$ cat src/rtl/q8_8_add_sub_if.sv
// Operand/result bundle for the Q8.8 add/sub unit; master drives operands, slave returns results.
interface q8_8_add_sub_if;
    logic        in_valid;
    logic [15:0] operand1;
    logic [15:0] operand2;
    logic        add_sub;
    logic        out_valid;
    logic [16:0] result;
    logic [15:0] result_sat;
    logic        overflow;

    modport master (
        output in_valid, operand1, operand2, add_sub,
        input  out_valid, result, result_sat, overflow
    );

    modport slave (
        input  in_valid, operand1, operand2, add_sub,
        output out_valid, result, result_sat, overflow
    );
endinterface

$ cat src/rtl/q8_8_add_sub.sv
// Registered Q8.8 add/sub giving a full Q9.8 result plus a clamped Q8.8 result and overflow flag.
// One cycle latency, one operation accepted per cycle, no backpressure.
module q8_8_add_sub #(
    parameter bit SIGNED = 1'b0
) (
    input  logic             clk,
    input  logic             rst,
    q8_8_add_sub_if.slave    bus
);

    logic        ext_a;
    logic        ext_b;
    logic [16:0] a_ext;
    logic [16:0] b_ext;
    logic [16:0] b_op;
    logic [16:0] sum;
    logic        clamp;
    logic [15:0] sat_val;

    logic        out_valid_q, out_valid_d;
    logic [16:0] result_q,    result_d;
    logic [15:0] result_sat_q, result_sat_d;
    logic        overflow_q,  overflow_d;

    assign ext_a = SIGNED ? bus.operand1[15] : 1'b0;
    assign ext_b = SIGNED ? bus.operand2[15] : 1'b0;
    assign a_ext = {ext_a, bus.operand1};
    assign b_ext = {ext_b, bus.operand2};

    // Subtract is A + ~B + 1; the 17-bit width keeps both the signed and unsigned cases exact.
    assign b_op = bus.add_sub ? ~b_ext : b_ext;
    assign sum  = a_ext + b_op + {16'd0, bus.add_sub};

    always_comb begin
        clamp   = 1'b0;
        sat_val = sum[15:0];
        if (SIGNED) begin
            if (sum[16] != sum[15]) begin
                clamp   = 1'b1;
                sat_val = sum[16] ? 16'h8000 : 16'h7FFF;
            end
        end else begin
            // Unsigned: bit 16 is the carry on add and the borrow on subtract.
            if (sum[16]) begin
                clamp   = 1'b1;
                sat_val = bus.add_sub ? 16'h0000 : 16'hFFFF;
            end
        end
    end

    always_comb begin
        out_valid_d  = bus.in_valid;
        result_d     = result_q;
        result_sat_d = result_sat_q;
        overflow_d   = overflow_q;
        if (bus.in_valid) begin
            result_d     = sum;
            result_sat_d = sat_val;
            overflow_d   = clamp;
        end
    end

    always_ff @(posedge clk) begin
        if (rst) begin
            out_valid_q  <= 1'b0;
            result_q     <= 17'd0;
            result_sat_q <= 16'd0;
            overflow_q   <= 1'b0;
        end else begin
            out_valid_q  <= out_valid_d;
            result_q     <= result_d;
            result_sat_q <= result_sat_d;
            overflow_q   <= overflow_d;
        end
    end

    assign bus.out_valid  = out_valid_q;
    assign bus.result     = result_q;
    assign bus.result_sat = result_sat_q;
    assign bus.overflow   = overflow_q;

endmodule

$ cat src/flat_wrapper.sv
// flat-port wrapper written by rule: the top's interface ports become plain ports
module q8_8_add_sub_flat 
#(
    parameter bit SIGNED = 1'b0
)
  (clk, rst, bus_in_valid, bus_operand1, bus_operand2, bus_add_sub, bus_out_valid, bus_result, bus_result_sat, bus_overflow);
  q8_8_add_sub_if bus_i ();
  input  logic clk;
  input  logic rst;
  input wire logic [$bits(bus_i.in_valid)-1:0] bus_in_valid;
  input wire logic [$bits(bus_i.operand1)-1:0] bus_operand1;
  input wire logic [$bits(bus_i.operand2)-1:0] bus_operand2;
  input wire logic [$bits(bus_i.add_sub)-1:0] bus_add_sub;
  output wire logic [$bits(bus_i.out_valid)-1:0] bus_out_valid;
  output wire logic [$bits(bus_i.result)-1:0] bus_result;
  output wire logic [$bits(bus_i.result_sat)-1:0] bus_result_sat;
  output wire logic [$bits(bus_i.overflow)-1:0] bus_overflow;
  assign bus_i.in_valid = bus_in_valid;
  assign bus_i.operand1 = bus_operand1;
  assign bus_i.operand2 = bus_operand2;
  assign bus_i.add_sub = bus_add_sub;
  assign bus_out_valid = bus_i.out_valid;
  assign bus_result = bus_i.result;
  assign bus_result_sat = bus_i.result_sat;
  assign bus_overflow = bus_i.overflow;
  q8_8_add_sub #(.SIGNED(SIGNED)) u_core (.clk(clk), .rst(rst), .bus(bus_i));
endmodule
$ cat config.mk
export PLATFORM = sky130hd
export DESIGN_NAME = q8_8_add_sub_flat
export DESIGN_NICKNAME = d
export VERILOG_FILES = /design/src/rtl/q8_8_add_sub_if.sv /design/src/rtl/q8_8_add_sub.sv /design/src/flat_wrapper.sv
export SDC_FILE = /design/constraint.sdc
export NUM_CORES = 1
export LEC_CHECK = 0
export ABC_AREA = 1
export BUFFER_PORTS_ARGS = -buffer_cell sky130_fd_sc_hd__buf_2
export CORE_MARGIN = 2
export CORE_UTILIZATION = 45
export CTS_CLUSTER_DIAMETER = 200
export CTS_CLUSTER_SIZE = 10
export DETAILED_ROUTE_END_ITERATION = 10
export HOLD_SLACK_MARGIN = 0.12
export PLACE_DENSITY_LB_ADDON = 0.08
export SETUP_SLACK_MARGIN = 0.2
export SYNTH_ARGS = -nofsm -noshare
export SYNTH_HDL_FRONTEND = slang
export SYNTH_SLANG_ARGS = --single-unit
$ cat constraint.sdc
create_clock -name clk -period 3 [get_ports clk]
set_clock_uncertainty 0.1 [all_clocks]
set_input_delay 0.3 -clock clk [delete_from_list [all_inputs] [get_ports clk]]
set_output_delay 0.3 -clock clk [all_outputs]
set_load 0.05 [all_outputs]
=== Yosys cells after proc, flatten, opt, wreduce, memory -nomap -nowiden ===
Cells that the tools add are included.

* Add/sub/neg operators: 2
* Muxes and demuxes: 4
* Bitwise logic cells: 1

{| class="wikitable"
|+ Operators by type and width
! operator !! number
|-
| $mux W16 || 2
|-
| $add A16 B17 Y17 || 1
|-
| $add A17 B1 Y17 || 1
|-
| $mux W17 || 1
|-
| $not A16 Y17 || 1
|-
| $mux W1 || 1
|}

* Bits in registers: 35
* Output and inout bits: 35
* Word-level logic and storage cells: 11

=== Logic depth before layout (Yosys ltp) ===
Gate-level depths: netlist (run 1).

* Depth in word-level cells: 5
* Mapped depth: 17
* Depth with buffers taken out: 17

=== Worst setup path before layout (run 1) ===
OpenSTA, ideal clock, no wires.

* Kind: in2reg
* Start: input bus_add_sub
* End: register u_core.result_sat_q[12] (netlist: u_core.bus.result_sat[12])
* Data arrival time: 2065 ps
* Data required time: 2759 ps
* Path slack: 695 ps
* Stages on the path: 15
* Buffers on the path: 3
* Cell sequence: buf_4 -> buf_2 -> xor2_1 -> ha_1 -> nand2_1 -> inv_1 -> a21oi_1 -> nand2_2 -> nand2_1 -> nand3_1 -> nand2_2 -> inv_4 -> buf_12 -> nand2_1 -> a21oi_2

* Word-level cells in the longest chain between the ends: 4

{| class="wikitable"
|+ Ends and longest elaborated chain
! what !! line !! source
|-
| from (decl) || flat_wrapper.sv:13 || <nowiki>input wire logic [$bits(bus_i.add_sub)-1:0] bus_add_sub;</nowiki>
|-
| $mux W17 || q8_8_add_sub.sv:31 || <nowiki>assign b_op = bus.add_sub ? ~b_ext : b_ext;</nowiki>
|-
| $add A16 B17 Y17 || q8_8_add_sub.sv:32 || <nowiki>assign sum = a_ext + b_op + {16'd0, bus.add_sub};</nowiki>
|-
| $add A17 B1 Y17 || q8_8_add_sub.sv:32 ||
|-
| $mux W16 * || q8_8_add_sub.sv:44 || <nowiki>if (sum[16]) begin</nowiki>
|-
| to (signal assigned) || q8_8_add_sub.sv:72 || <nowiki>result_sat_q <= result_sat_d;</nowiki>
|-
| to (decl) || q8_8_add_sub.sv:22 || <nowiki>logic [15:0] result_sat_q, result_sat_d;</nowiki>
|}

Every way passes the cells marked *; elsewhere a longest branch is shown, timed or not.
A chain may end at the register's enable or synchronous reset.

=== Worst setup path in the final report (run 1) ===
* Start: input bus_add_sub
* End: register u_core.overflow_q (netlist: u_core.bus.overflow)

* Word-level cells in the longest chain between the ends: 4

{| class="wikitable"
|+ Ends and longest elaborated chain
! what !! line !! source
|-
| $mux W17 || q8_8_add_sub.sv:31 ||
|-
| $add A16 B17 Y17 || q8_8_add_sub.sv:32 ||
|-
| $add A17 B1 Y17 * || q8_8_add_sub.sv:32 ||
|-
| $mux W1 * || q8_8_add_sub.sv:44 ||
|-
| to (signal assigned) || q8_8_add_sub.sv:73 || <nowiki>overflow_q <= overflow_d;</nowiki>
|-
| to (decl) || q8_8_add_sub.sv:23 || <nowiki>logic overflow_q, overflow_d;</nowiki>
|}

Marked as above.

==> summary.log, run 1 <==
[status] run status complete, no violations
[placement] Setup WS pre-CTS 0.366 ns
[global_routing] global-route wire length before repair 10.1 mm
[placement] global placement routability congestion 0.850
[worst_setup_path] top cell family by delay on the critical path simple AND/OR/NAND/NOR gates
[power] leakage dissipation 1.61 nW
[routing] detailed-router iteration count before antenna repair 4
[power] net switching power figure 0.716 mW
[logic_synthesis] post-synthesis share of cell area spent on and, or, nand and nor gates 0.303
[cts] CTS H-Tree Depth 2
[routing] post-DR vias/cell 4.85
[cts] clk_lat worst skew 0.28 ns
[routing] Iter 0 DRT Violations 137
[logic_synthesis] Post-synth EDFFs 0
[power] internal power of the cells 0.889 mW
[cells_and_area] Diodes inserted 0
[global_routing] antenna violations before repair 0
[worst_setup_path] crit-path most repeated cell nand2_1
[worst_setup_path] arrival time at the worst endpoint 2.38 ns
[cts] clock net sink count 34
[logic_synthesis] share of synthesized area occupied by flip-flops and latches 0.277
[sta] final worst-path cycle share 0.768
[placement] half-perimeter wire length after placement 4.63 mm
[logic_synthesis] post-synthesis compound-gate area fraction 0.144
[worst_setup_path] peak per-stage delay on the critical path 0.40 ns
[logic_synthesis] Gate Count Post-Synth 361
[worst_hold_path] worst min-delay path category primary input to register
[power] IR Drop Worst-Case VDD 0.312 mV
[sta] post-layout worst setup margin 0.696 ns
[sta] setup tns final 0 ns
[logic_synthesis] mean post-synth cell area 6.80 um2
[worst_setup_path] critical path type primary input to register
[cts] Max clock buf depth 2
[sta] RSZ-0062 raised after global routing false
[die] x dimension of the die 77.9 um
[die] starting utilization of the core area 0.475
[sta] final hold violation count 0
[die] Std-Cell Core Area 5170 um2
[sta] Slew headroom 0.635
[worst_setup_path] data required time at the worst endpoint 3.08 ns
[global_routing] Total GRT Usage 0.204
[die] I/O pin total 71
[sta] min cycle time layout 2.30 ns
[cells_and_area] share of final-layout standard cells stronger than drive strength 1 0.246
[cells_and_area] net count of the finished layout 478
[sta] upper clock frequency limit 434 MHz
[sta] Slew @ Worst Pin 0.547 ns
[sta] Final setup violation count 0
[worst_setup_path] Worst Path Buf+Inv 5
[logic_synthesis] cell taking the most area after synthesis dfxtp_1
[die] standard-cell row count 26
[cts] cts bufs inserted 5
[logic_synthesis] number of register bits inferred by synthesis 34
[worst_setup_path] cell at the slowest stage of the critical path fa_1
[logic_synthesis] synthesized-area fraction occupied by adder cells 0.0846
[logic_synthesis] ys flop type dfxtp_1
[logic_synthesis] Unique masters post-synth 31
[logic_synthesis] async set or reset register ratio after synthesis 0
[sta] worst hold slack 0.322 ns
[power] switching share of power 0.446
[worst_setup_path] category of the worst setup path launch point primary input
[worst_setup_path] Worst Path Max Fanout 18
[cts] # hold bufs at CTS 0
[logic_synthesis] combinational family with the most area after synthesis simple AND/OR/NAND/NOR gates
[die] Total Die Area 6070 um2
[cts] clock input transition at the sequential cells of the worst setup and hold paths 0.07 ns
[routing] number of vias in the routed layout 2407
[power] fraction of power consumed by sequential logic 0.330
[sta] Slew Limit Fails 0
[cts] post-cts gate resize count 0
[global_routing] vias in the first global route 2293
[logic_synthesis] area of the mapped netlist 2460 um2
[worst_setup_path] Cell Chain, Critical Path buf_2, nand2_1, nand2_1, inv_1, fa_1, inv_1, nand3_1, nand3_2, nand2_1, nand2_2, nand2_1, nand3_1, nand2_2, inv_4, nand2_1, o211ai_1, inv_1
[routing] Routed Antenna Nets 0
[logic_synthesis] Yosys top cell area share 0.277
[logic_synthesis] xor/xnor share of the synthesized area 0.0820
[routing] drt total wl 5.91 mm
[worst_setup_path] Worst setup EP type register
[logic_synthesis] Post-Synthesis Net Count 413
[global_routing] Congestion Overflow GR 0
[logic_synthesis] cell with the most instances after synthesis nand2_1
[logic_synthesis] YS warnings 0
[routing] post-route DRC violation count 0
[global_routing] maximum number of pins on one net before global-route repair 35
[die] Die Y 77.9 um
[cts] setup bufs post-CTS 0
[run] reported max-cap violation count 0
[power] Combinational Power Share 0.471
[logic_synthesis] list of most frequent post-synthesis cells nand2_1, inv_1, dfxtp_1
[power] clock group share of total power 0.198
[logic_synthesis] leading cell types by total area after synthesis dfxtp_1, nand2_1, ha_1
[placement] number of buffers added on ports 70
[cts] clock tree from TritonCTS done
[routing] routed length per instance 11.9 um
[cts] root buf cell clkbuf_8
[cells_and_area] synthesis-to-layout area growth 17.9%
[power] power per cell area 554 nW/um2
[logic_synthesis] fraction of synthesized area in multiplexers 0
power by group through the flow:
stage          Clock [mW]  Combinational (mW)  Sequential (mW)
4_1_cts             0.323               0.762            0.530
5_1_grt             0.346               0.838            0.537
2_1_floorplan           0               0.416            0.719
6_report            0.319               0.757            0.530
3_5_place_dp            0               0.759            0.539
3_3_place_gp            0               0.754            0.540
cell usage in the layout, fill, tap and decap left out:
cell type | synthesis | routed
o211ai_1 | 15 | 15
xor2_1 | 14 | 14
nand2_2 | 8 | 8
nor3_1 | 2 | 2
a21oi_1 | 15 | 15
buf_4 | 2 | 1
and2_1 | 2 | 2
buf_2 | 3 | 70
xnor2_1 | 9 | 9
dfxtp_1 | 34 | 34
inv_2 | 1 | 1
nand2_1 | 120 | 120
nand3b_1 | 3 | 3
clkinv_2 | 0 | 2
nand4_1 | 1 | 1
clkbuf_8 | 0 | 5
a21oi_2 | 14 | 14
fa_1 | 1 | 1
nor2_1 | 16 | 16
ha_1 | 15 | 15
clkinv_1 | 1 | 1
nand3_2 | 1 | 1
inv_4 | 1 | 1
o21ai_0 | 4 | 4
o21bai_1 | 3 | 3
nor3_2 | 1 | 1
inv_1 | 46 | 46
nand3_1 | 20 | 20
nand2_4 | 1 | 1
worst register-to-register path, stage by stage (launching register included):
cell and delay (ns):
dfxtp_1 0.32, nand2_1 0.06, o21ai_0 0.09, nor2_1 0.12
nor2_1 0.04
worst paths after layout:
check | from | end | slack, ns | cells after the start
setup / recovery | bus_add_sub | u_core.bus.overflow | 0.70 | 17
hold / removal | bus_operand1[0] | u_core.bus.result[0] | 0.32 | 5
setup reg to reg | u_core.bus.result_sat[1] | u_core.bus.result_sat[1] | 2.15 | 4
hold reg to reg | u_core.bus.result_sat[9] | u_core.bus.result_sat[9] | 0.37 | 2
area by class of cell:
type / count / area (um2)
Tap cell: 70 / 87.6
Timing Repair Buffer: 71 / 358
Multi-Input combinational cell: 265 / 1510
Clock buffer: 5 / 68.8
Clock inverter: 2 / 10.0
Fill cell: 545 / 2280
Sequential cell: 34 / 681
Inverter: 49 / 186
logic make-up after synthesis:
kind of cell | Yosys count
AOI/OAI and AO/OA | 51
xor gates and xnor gates | 23
adders and majority gates | 16
buffers and inverters | 62
DFF | 34
and+or+nand+nor | 175
through the flow:
stage	util	cells	cell area, um2	power (mW)
2_1_floorplan	-	361	2460	1.14
3_3_place_gp	0.545	489	2820	1.29
3_5_place_dp	0.545	489	2820	1.30
4_1_cts	0.560	496	2900	1.62
5_1_grt	0.560	496	2900	1.72
6_report	0.560	496	2900	1.61
registers in the layout (all words and copies together), names as in the netlist:
signal                 cells
u_core.bus.out_valid       1
u_core.bus.overflow        1
u_core.bus.result         16
u_core.bus.result_sat     16
per-layer routing:
layer | part of all wire | wire length (um) | track usage
met2 | 0.46 | 2710 | 0.347
met1 | 0.49 | 2870 | 0.272
met4 | 0.0064 | 38 | 0.0268
met5 | 0 | 0 | 0
met3 | 0.049 | 291 | 0.0430
(Power assumes the default switching activity.)
==> run 2, diff against run 1 <==
==> constraint.sdc (replaced) <==
create_clock -name clk -period 2.1 [get_ports clk]
set_clock_uncertainty 0.1 [all_clocks]
set_input_delay 0.21 -clock clk [delete_from_list [all_inputs] [get_ports clk]]
set_output_delay 0.21 -clock clk [all_outputs]
set_load 0.05 [all_outputs]
==> summary.log, run 2 (synthesized netlist as in run 1, its figures left out) <==
[global_routing] global-route wire length before repair 10.9 mm
[die] I/O pin total 71
[power] IR Drop Worst-Case VDD 0.404 mV
[cts] clock input transition at the sequential cells of the worst setup and hold paths 0.07 ns
[cells_and_area] most frequent cells in the layout nand2_1, buf_2, inv_1
[worst_setup_path] arrival time at the worst endpoint 2.01 ns
[cts] root buf cell clkbuf_8
[routing] detailed-router iteration count before antenna repair 4
[cells_and_area] share of final-layout standard cells stronger than drive strength 1 0.440
[cells_and_area] synthesis-to-layout area growth 46.4%
[cts] # hold bufs at CTS 0
[placement] half-perimeter wire length after placement 4.84 mm
[die] Total Die Area 6070 um2
[routing] drt total wl 6.72 mm
[power] power per cell area 747 nW/um2
[sta] final worst-path cycle share 0.921
[worst_setup_path] data required time at the worst endpoint 2.17 ns
[cts] Max clock buf depth 2
[routing] number of vias in the routed layout 2661
[worst_setup_path] category of the worst setup path launch point primary input
[sta] min cycle time layout 1.93 ns
[sta] upper clock frequency limit 517 MHz
[cells_and_area] net count of the finished layout 524
[die] starting utilization of the core area 0.475
[placement] global placement routability congestion 0.895
[routing] Iter 0 DRT Violations 112
[worst_setup_path] Worst Path Max Fanout 7
[sta] final hold violation count 0
[global_routing] Total GRT Usage 0.224
[power] leakage dissipation 1.94 nW
[die] Die Y 77.9 um
[placement] number of buffers added on ports 70
[worst_setup_path] top cell family by delay on the critical path simple AND/OR/NAND/NOR gates
[worst_hold_path] worst min-delay path category primary input to register
[worst_setup_path] cell at the slowest stage of the critical path ha_1
[run] reported max-cap violation count 0
[sta] Final setup violation count 0
[global_routing] maximum number of pins on one net before global-route repair 23
[die] x dimension of the die 77.9 um
[sta] setup tns final 0 ns
[die] standard-cell row count 26
[cells_and_area] most common cell after layout, fill and taps aside nand2_1
[die] Std-Cell Core Area 5170 um2
[cts] cts bufs inserted 5
[routing] routed length per instance 12.4 um
[worst_setup_path] Worst setup EP type register
[routing] Routed Antenna Nets 0
[cts] clock net sink count 34
[sta] Slew Limit Fails 0
[worst_setup_path] Worst Path Buf+Inv 4
[status] run status complete, no violations
[worst_setup_path] critical path type primary input to register
[global_routing] Congestion Overflow GR 0
[global_routing] vias in the first global route 2443
[sta] Slew headroom 0.617
[worst_setup_path] Cell Chain, Critical Path buf_12, buf_12, xor2_1, ha_1, nand2_2, nor3_4, buf_4, a21oi_4, nand3_4, nand2_4, buf_6, nor2_4, nor2_1, nor2_1
[cells_and_area] Diodes inserted 0
[cts] clock tree from TritonCTS done
[routing] post-route DRC violation count 0
[worst_setup_path] peak per-stage delay on the critical path 0.34 ns
[cells_and_area] final design instance area without fill 3590 um2
[sta] RSZ-0062 raised after global routing true
[cts] CTS H-Tree Depth 2
[routing] post-DR vias/cell 4.90
[sta] Slew @ Worst Pin 0.575 ns
[cts] clk_lat worst skew 0.28 ns
[global_routing] antenna violations before repair 0
[placement] area post-placement 3150 um2
-- run 2: cell count changes in the layout (fill, tap and decap cells not counted), moves of 4 or more --
cell,previous run,this run
buf_6,0,4
a21oi_2,14,21
nand2_2,8,30
nand2_4,1,8
nand3_2,1,8
a21oi_1,15,6
nand2_1,120,92
nand3_1,20,12
nor2_1,16,12
buf_4,1,38
-- run 2: worst reg2reg max path: stages, from the launching register on --
cell     delay (ns)
dfxtp_1        0.31
nand2_1        0.05
o21ai_0        0.10
nor2_1         0.13
nor2_1         0.05
-- run 2: timing repair --
| action | CTS | global route |
|---|---|---|
| gates cloned | 4 | 0 |
| setup buffers | 2 | 2 |
| pin swaps | 20 | 38 |
| setup endpoints to repair | 15 | 28 |
| resized for setup | 21 | 48 |
-- run 2: layer usage --
layer  global-route usage  part of all wire  vias to the layer above
met4               0.0625             0.015                        0
li1                     -                 -                     1366
met5                    0                 0                        -
met3               0.0453             0.062                       12
met2                0.376              0.49                       73
met1                0.291              0.44                     1210
-- run 2: final cells by class --
| class | count | area (um2) |
|---|---|---|
| Clock buffer | 7 | 86.3 |
| Clock inverter | 1 | 5.00 |
| Fill cell | 462 | 1580 |
| Inverter | 49 | 189 |
| Multi-Input combinational cell | 267 | 1790 |
| Sequential cell | 34 | 681 |
| Tap cell | 70 | 87.6 |
| Timing Repair Buffer | 114 | 743 |
| Timing Repair inverter | 1 | 8.76 |
-- run 2: final timing paths --
check / start / end / slack (ns) / cells past startpoint
hold reg to reg: u_core.bus.result_sat[11] / u_core.bus.result_sat[11] / 0.37 / 2
setup reg to reg: u_core.bus.result_sat[1] / u_core.bus.result_sat[1] / 1.25 / 4
setup / recovery: bus_add_sub / u_core.bus.result_sat[1] / 0.17 / 14
hold / removal: bus_in_valid / u_core.bus.result[1] / 0.21 / 2
-- run 2: where the power goes --
group / switching (mW) / total [mW] / leakage (nW) / internal [mW]
clock: 0.224 / 0.488 / 0.0482 / 0.264
combinational: 0.898 / 1.44 / 1.61 / 0.539
sequential: 0.0389 / 0.759 / 0.281 / 0.720
-- run 2: per-stage QoR --
stage	setup WS, ns	instances	power, mW	utilization	hold slack [ns]
finish	0.167	543	2.68	0.695	0.211
global route	0.0328	543	2.86	0.695	0.239
CTS	0.210	541	2.58	0.655	0.192
detailed placement	-0.182	527	2.02	0.610	0.360
global placement	-0.158	527	2.01	0.610	0.356
floorplan	0.0319	361	1.65	-	0.358
